**src/rtl/deadlock_window_monitor.sv**
```systemverilog
// Declares deadlock when every instance is idle or blocked with an unchanged block pattern for WINDOW cycles.
// Latency: block rises on the WINDOW-th consecutive stalled edge; DEADLOCK_MONITOR_REPORT_EN adds a sim-only report line.
// Backpressure: none, observe-only; any axis_block_sigs bit vetoes the stall, and block is sticky until clear.
module deadlock_window_monitor #(
   parameter int NUM_INST = 14,
   parameter int NUM_AXIS = 2,
   parameter int WINDOW   = 16,
   parameter int IDX_W    = 6
) (
   input  logic                kernel_monitor_clock,
   input  logic                kernel_monitor_reset,
   input  logic [NUM_AXIS-1:0] axis_block_sigs,
   input  logic [NUM_INST-1:0] inst_idle_sigs,
   input  logic [NUM_INST-1:0] inst_block_sigs,
   input  logic                clear,
   output logic                block,
   output logic                watching,
   output logic [IDX_W-1:0]    first_blk_idx,
   output logic [NUM_INST-1:0] blk_snapshot
);

   typedef enum logic [1:0] {S_IDLE, S_WATCH, S_DEAD} state_t;

   state_t              state;
   logic [15:0]         cnt;
   logic [NUM_INST-1:0] sig;
   logic [NUM_INST-1:0] active;
   logic                stall_now;
   logic                progress;
   logic                win_done;
   logic                enter_dead;
   logic [IDX_W-1:0]    low_idx;

   // An instance that is both idle and blocked is not holding anything up.
   assign active     = inst_block_sigs & ~inst_idle_sigs;
   assign stall_now  = (&(inst_idle_sigs | inst_block_sigs)) && (|active) && !(|axis_block_sigs);
   assign progress   = (inst_block_sigs != sig);
   assign win_done   = (cnt >= 16'(WINDOW - 1));
   assign enter_dead = (state == S_WATCH) && !clear && stall_now && !progress && win_done;

   always_comb begin
      low_idx = '0;
      for (int i = NUM_INST - 1; i >= 0; i--) begin
         if (active[i]) low_idx = IDX_W'(i);
      end
   end

   always_ff @(posedge kernel_monitor_clock or negedge kernel_monitor_reset) begin
      if (!kernel_monitor_reset) begin
         state         <= S_IDLE;
         cnt           <= '0;
         sig           <= '0;
         block         <= 1'b0;
         watching      <= 1'b0;
         first_blk_idx <= '0;
         blk_snapshot  <= '0;
      end else if (clear) begin
         state    <= S_IDLE;
         cnt      <= '0;
         block    <= 1'b0;
         watching <= 1'b0;
      end else begin
         case (state)
            S_IDLE: begin
               if (stall_now) begin
                  state    <= S_WATCH;
                  cnt      <= 16'd1;
                  sig      <= inst_block_sigs;
                  watching <= 1'b1;
               end
            end
            S_WATCH: begin
               if (!stall_now) begin
                  state    <= S_IDLE;
                  cnt      <= '0;
                  watching <= 1'b0;
               end else if (progress) begin
                  cnt <= 16'd1;
                  sig <= inst_block_sigs;
               end else if (enter_dead) begin
                  state         <= S_DEAD;
                  watching      <= 1'b0;
                  block         <= 1'b1;
                  first_blk_idx <= low_idx;
                  blk_snapshot  <= inst_block_sigs;
               end else if (cnt != 16'hFFFF) begin
                  cnt <= cnt + 16'd1;
               end
            end
            S_DEAD: begin
               state <= S_DEAD;
            end
            default: begin
               state    <= S_IDLE;
               cnt      <= '0;
               block    <= 1'b0;
               watching <= 1'b0;
            end
         endcase
      end
   end

`ifdef DEADLOCK_MONITOR_REPORT_EN
   always @(posedge kernel_monitor_clock) begin
      if (kernel_monitor_reset && enter_dead)
         $display("[%0t] deadlock_window_monitor: deadlock first_blk_idx=%0h blk_snapshot=%0h",
                  $time, low_idx, inst_block_sigs);
   end
`else
`endif

endmodule

```
**config.mk**
```make
export PLATFORM = sky130hd
export DESIGN_NAME = deadlock_window_monitor
export DESIGN_NICKNAME = d
export VERILOG_FILES = /design/src/rtl/deadlock_window_monitor.sv
export SDC_FILE = /design/constraint.sdc
export NUM_CORES = 1
export LEC_CHECK = 0
export CORE_ASPECT_RATIO = 1.75
export CORE_MARGIN = 5
export CORE_UTILIZATION = 55
export DETAILED_ROUTE_END_ITERATION = 10
export HOLD_SLACK_MARGIN = 0.12
export PLACE_DENSITY = 0.81
export SLEW_MARGIN = 30
export SYNTH_ARGS = -nofsm -noshare
export SYNTH_HDL_FRONTEND = slang
export SYNTH_SLANG_ARGS = --single-unit
```
**constraint.sdc**
```tcl
create_clock -name kernel_monitor_clock -period 5.97 [get_ports kernel_monitor_clock]
set_input_delay 1.194 -clock kernel_monitor_clock [delete_from_list [all_inputs] [get_ports kernel_monitor_clock]]
set_output_delay 1.194 -clock kernel_monitor_clock [all_outputs]
set_load 0.005 [all_outputs]
```
* Word level (Yosys, flattened, before mapping) *
Cells that the tools add are included.

storage, ports and cells
  flip-flop bits (word level) = 54
  logic and storage cells = 94
  input port bits = 33
  output and inout bits = 22

cells by class
  bitwise logic cells = 5
  multiplexer cells = 42
  reduce and logical (&&, ||, !) cells = 21
  magnitude comparators = 1
  equality and inequality tests = 17
  add/subtract/negate cells = 1

operators with widths
  kind                                                  number
  two-way mux 16 bit                                    6
  two-way mux 6 bit                                     12
  case mux 16 bit (3 select lines)                      1
  two-way mux 14 bit                                    3
  case mux 14 bit (2 select lines)                      1
  adder 16 x 1 -> 16 bit, second input constant         1
  >= comparator 16 x 4 -> 1 bit, second input constant  1
  != test 16 bit, second input constant                 1
  bitwise AND 14 bit                                    1
  != test 14 bit                                        1
  inverter 14 bit                                       1
  OR 14 bit                                             1
  AND reduction 14 bit                                  1
  OR reduction 14 bit                                   1
  != test 3 bit, second input constant                  4
  AND reduction 4 bit                                   3
  two-way mux 2 bit                                     5
  AND reduction 5 bit                                   2
  two-way mux 1 bit                                     9
  two-way mux 4 bit                                     2
  != test 2 bit, second input constant                  4
  != test 4 bit, second input constant                  2
  logical AND 1 bit                                     6
  case mux 2 bit (3 select lines)                       1
  other kinds (13)                                      17

* Depth between registers and ports, before layout *
  depth in word-level cells = 16
  depth in mapped cells = 9
  gate-level depth less buffers = 8

* Least setup slack after synthesis *
No wires, ideal clock.

  path type = input to register
  start point = in inst_block_sigs[3]
  end point = reg sig[10]
  buffers on the path = 1
  arrival = 2.929 ns
  data required time = 5.845 ns
  setup slack = 2.916 ns
  setup time = 0.125 ns
  stages = 7
  path through = nor2b_1 -> or4_4 -> nor2_2 -> a21oi_1 -> nand4b_1 -> buf_2 -> mux2_2

between the ends
  cells in the longest elaborated chain, start to end = 6
  elaborated cells between the ends (all ways) = 11
  classes of those cells = eq/ne: 4; bitwise: 2; reduce/logical: 5

ends and longest elaborated chain
  what                                                         line    RTL
  start: declaration                                           14      input logic [NUM_INST-1:0] inst_block_sigs,
  OR 14 bit or bitwise AND 14 bit (tied branches)              36, 35
  AND reduction 14 bit or OR reduction 14 bit (tied branches)  36      assign stall_now = (&(inst_idle_sigs | inst_block_sigs)) && (|active) && !(|axis_block_sigs);
  logical AND 1 bit (2 in a row)                               36
  != test 2 bit (no source line)                               -
  AND reduction 5 bit (no source line) (*)                     -
  end signal: assignment                                       68      sig <= inst_block_sigs;
  end signal: assignment                                       79      sig <= inst_block_sigs;
  end: declaration                                             26      logic [NUM_INST-1:0] sig;

Mark *: on every way between the ends. The rest lies on a longest branch, timed or not.
A chain may end at the register's enable or synchronous reset.

* Final worst setup path *
  start point = in inst_block_sigs[7]
  end point = reg blk_snapshot[1]

between the ends
  cells in the longest elaborated chain, start to end = 8
  elaborated cells between the ends (all ways) = 13
  classes of those cells = eq/ne: 1; bitwise: 3; reduce/logical: 9

ends and longest elaborated chain
  what                                                         line    RTL
  OR 14 bit or bitwise AND 14 bit (tied branches)              36, 35
  AND reduction 14 bit or OR reduction 14 bit (tied branches)  36
  logical AND 1 bit (2 in a row)                               36
  logical AND 1 bit (3 in a row)                               39      assign enter_dead = (state == S_WATCH) && !clear && stall_now && !progress && win_done;
  AND reduction 5 bit (no source line) (*)                     -
  end signal: assignment                                       85      blk_snapshot <= inst_block_sigs;
  end: declaration                                             19      output logic [NUM_INST-1:0] blk_snapshot

Marked as above.

==> results.yml <==
run_status:
  outcome: "finished clean"
cts:
  post_cts_resized: 0
  cts.clk_slew.worst_paths_ns: 0.10
  cts.sinks: 52
  cts_tree: "built"
  post_cts_buffers: 0
  htree_num_levels: 2
  clockRootBuffer: "clkbuf_8"
  clockBufferDepth: 2
  cts_hold_buffers: 0
  insertion_delay_ns: 0.30
  cts_buffers: 5
routing:
  drt_iter0_markers: 91
  drtPass1Iterations: 4
  drtAntennaViolNets: 0
  wl_per_cell_um: 18.5
  viasPerCell: 6.00
  vias: 2147
  drc: 0
  drt-total-wl_mm: 6.62
pwr:
  power_density_nw_per_um2: 193
  total_power_uw: 650
  vdd_drop_max_uv: 220
  p_leak_nw: 1.44
grt:
  grt_max_degree: 53
  grt_pass1_vias: 2237
  grtUsageTotal_pct: 21.8
  grt-ovfl-total: 0
  grt_pass1_wl_mm: 11.1
  antenna_found_initial: 0
sta:
  holdWs_ns: 0.514
  clock_skew_ns: 0.00970
  period_needed_ns: 3.94
  rsz0062_at_grt: "false"
  slew_viol_final: 0
  maxSlewHeadroom_pct: 48.9
  fin_setup_tns_ns: 0
  final.setup.worst_slack_ns: 2.03
  setup-violations-final: 0
  hold_viol_final: 0
  fin_crit_sh_pct: 66.0
  tightest_slew_ns: 0.763
  fmax_mhz: 254
critical_path:
  r2r-start: "sig[7]"
  r2r-end: "blk_snapshot[1]"
  cp_slowest_cell: "clkdlybuf4s50_1"
  crit_chain: "clkdlybuf4s50_1, xnor2_1, o221ai_1, nor4_1, nand2_1, nor4_4, buf_4, mux2_2"
  endpoint_kind: "flip-flop"
  crit_fanout: 14
  crit_type: "input port to flip-flop"
  rrSetupSlack_ns: 3.18
  start_kind: "input port"
  cp_data_arrival_time_ns: 4.13
  cp.required_ns: 6.16
  reg2regPathDepth: 7
  worst-path-buf-inv: 2
  critPathTopFamily: "simple AND/OR/NAND/NOR gates"
  cpPeakStageDelay_ns: 0.63
final_layout:
  stdcell_count: 358
  final_cell_mix: "52 x dfrtp_1, 51 x clkdlybuf4s50_1, 30 x mux2_2"
  final_core_utilization_pct: 68.9
  multi_input_area_sq_um: 1350
  layout.area.seq_sq_um: 1300
  post_route_cells_drive_above_1_share_pct: 16.8
  antennaDiodeCount: 0
  final_common_cell: "dfrtp_1"
  fillers: 380
  areaGrowthSynthToFinish_pct: 24.2
  nNetsFinal: 337
  final_cell_area_sq_um: 3370
placement:
  hpwl_mm: 5.08
  place_congestion: 0.909
  placedInstanceArea_sq_um: 3280
  port_buffers: 52
  dp_cells: 350
  dp_slack_ns: 1.73
logic_synthesis:
  yosys-top-cells-area: "dfrtp_1 48%, mux2_2 12%, xnor2_1 2.6%"
  ys.flop_type: "dfrtp_1"
  ys_seq_area_share_pct: 47.9
  avgSynthCellArea_sq_um: 10.9
  synthArstFlopShare_pct: 100
  synth_area_sq_um: 2720
  synth_cell_types: 52
  ys_warn_count: 0
  yosysTopAreaCellShare_pct: 47.9
  synthCells: 248
  synth_edf_count: 0
  yosysTopAreaCell: "dfrtp_1"
  synth-seq-cells: 52
floorplanning:
  die_x_um: 63.1
  dieArea_sq_um: 6500
  start_util_pct: 55.5
  row_count: 34
  top_level_ports: 55
  die_h_um: 103
  core_sq_um: 4890
min_path:
  min_from: "blk_snapshot[6]"
  holdPathStages: 1
  min_path_type: "flip-flop to flip-flop"
  worstHoldEndpoint: "blk_snapshot[6]"
job:
  maxCapViolations: 0
-- Yosys cell counts, types with 2 or more instances --
master	number
buf_4	2
nor4b_1	2
nor4_1	10
xor2_1	3
a21oi_1	6
o21ai_0	5
nor3_1	8
nor2b_1	10
xnor2_1	8
nand2_1	13
mux2_2	30
or3_1	4
dfrtp_1	52
and2_1	2
and4_1	2
nor3b_1	3
nand2b_1	11
nand3_1	8
nor2_1	10
o22ai_1	6
o21a_1	9
buf_2	4
o21ba_2	2
inv_1	6
nand4_1	5
-- report_power, final --
| part | internal, mW | switching (mW) | total (mW) | leakage, nW |
|---|---|---|---|---|
| sequential | 0.359 | 0.00571 | 0.365 | 0.722 |
| combinational | 0.0439 | 0.0435 | 0.0874 | 0.680 |
| clock | 0.0836 | 0.114 | 0.198 | 0.0414 |
| total | 0.487 | 0.163 | 0.650 | 1.44 |
-- kinds of logic after synthesis --
kind of cell    after synthesis  synth area share, %
compound gates               42                 11.8
xor+xnor                     11                 3.55
fa+ha+maj                     1                0.461
buf+inv                      14                 2.67
flops                        52                 47.9
mux                          31                 12.8
other cells                   1                0.138
simple gates                 96                 20.6
-- worst max path at each step --
stage,cells past startpoint,slack [ns],start,endpoint
after floorplan,7,2.92,inst_block_sigs[3],sig[10]
after global placement,8,1.79,inst_block_sigs[7],blk_snapshot[9]
after detailed placement,8,1.73,inst_block_sigs[7],blk_snapshot[8]
after CTS,8,2.05,inst_block_sigs[7],blk_snapshot[7]
after global routing,8,1.80,inst_block_sigs[7],blk_snapshot[11]
final,8,2.03,inst_block_sigs[7],blk_snapshot[1]
-- layer usage --
| layer | vias to the layer above | track usage [%] | part of all wire (%) |
|---|---|---|---|
| met2 | 65 | 40.5 | 56 |
| met1 | 1051 | 24.1 | 37 |
| met3 | 16 | 3.60 | 4.5 |
| met5 | - | 0 | 0 |
| met4 | 0 | 9.48 | 2.9 |
| li1 | 1015 | - | - |
-- final cells by class --
cell class / instances / area share, %
clock inverter: 2 / 0.482
clock buffer: 6 / 2.15
sequential: 52 / 38.6
multi-input combinational: 183 / 40.1
inverter: 6 / 0.668
timing repair buffer: 55 / 16.0
tap: 54 / 2.00
-- registers in the layout, indices dropped and copies added, names as in the netlist --
| register | cells |
|---|---|
| cnt | 16 |
| blk_snapshot | 14 |
| sig | 14 |
| first_blk_idx | 4 |
| state | 2 |
| block | 1 |
| watching | 1 |
No activity file was read; power rests on OpenSTA's default activity.
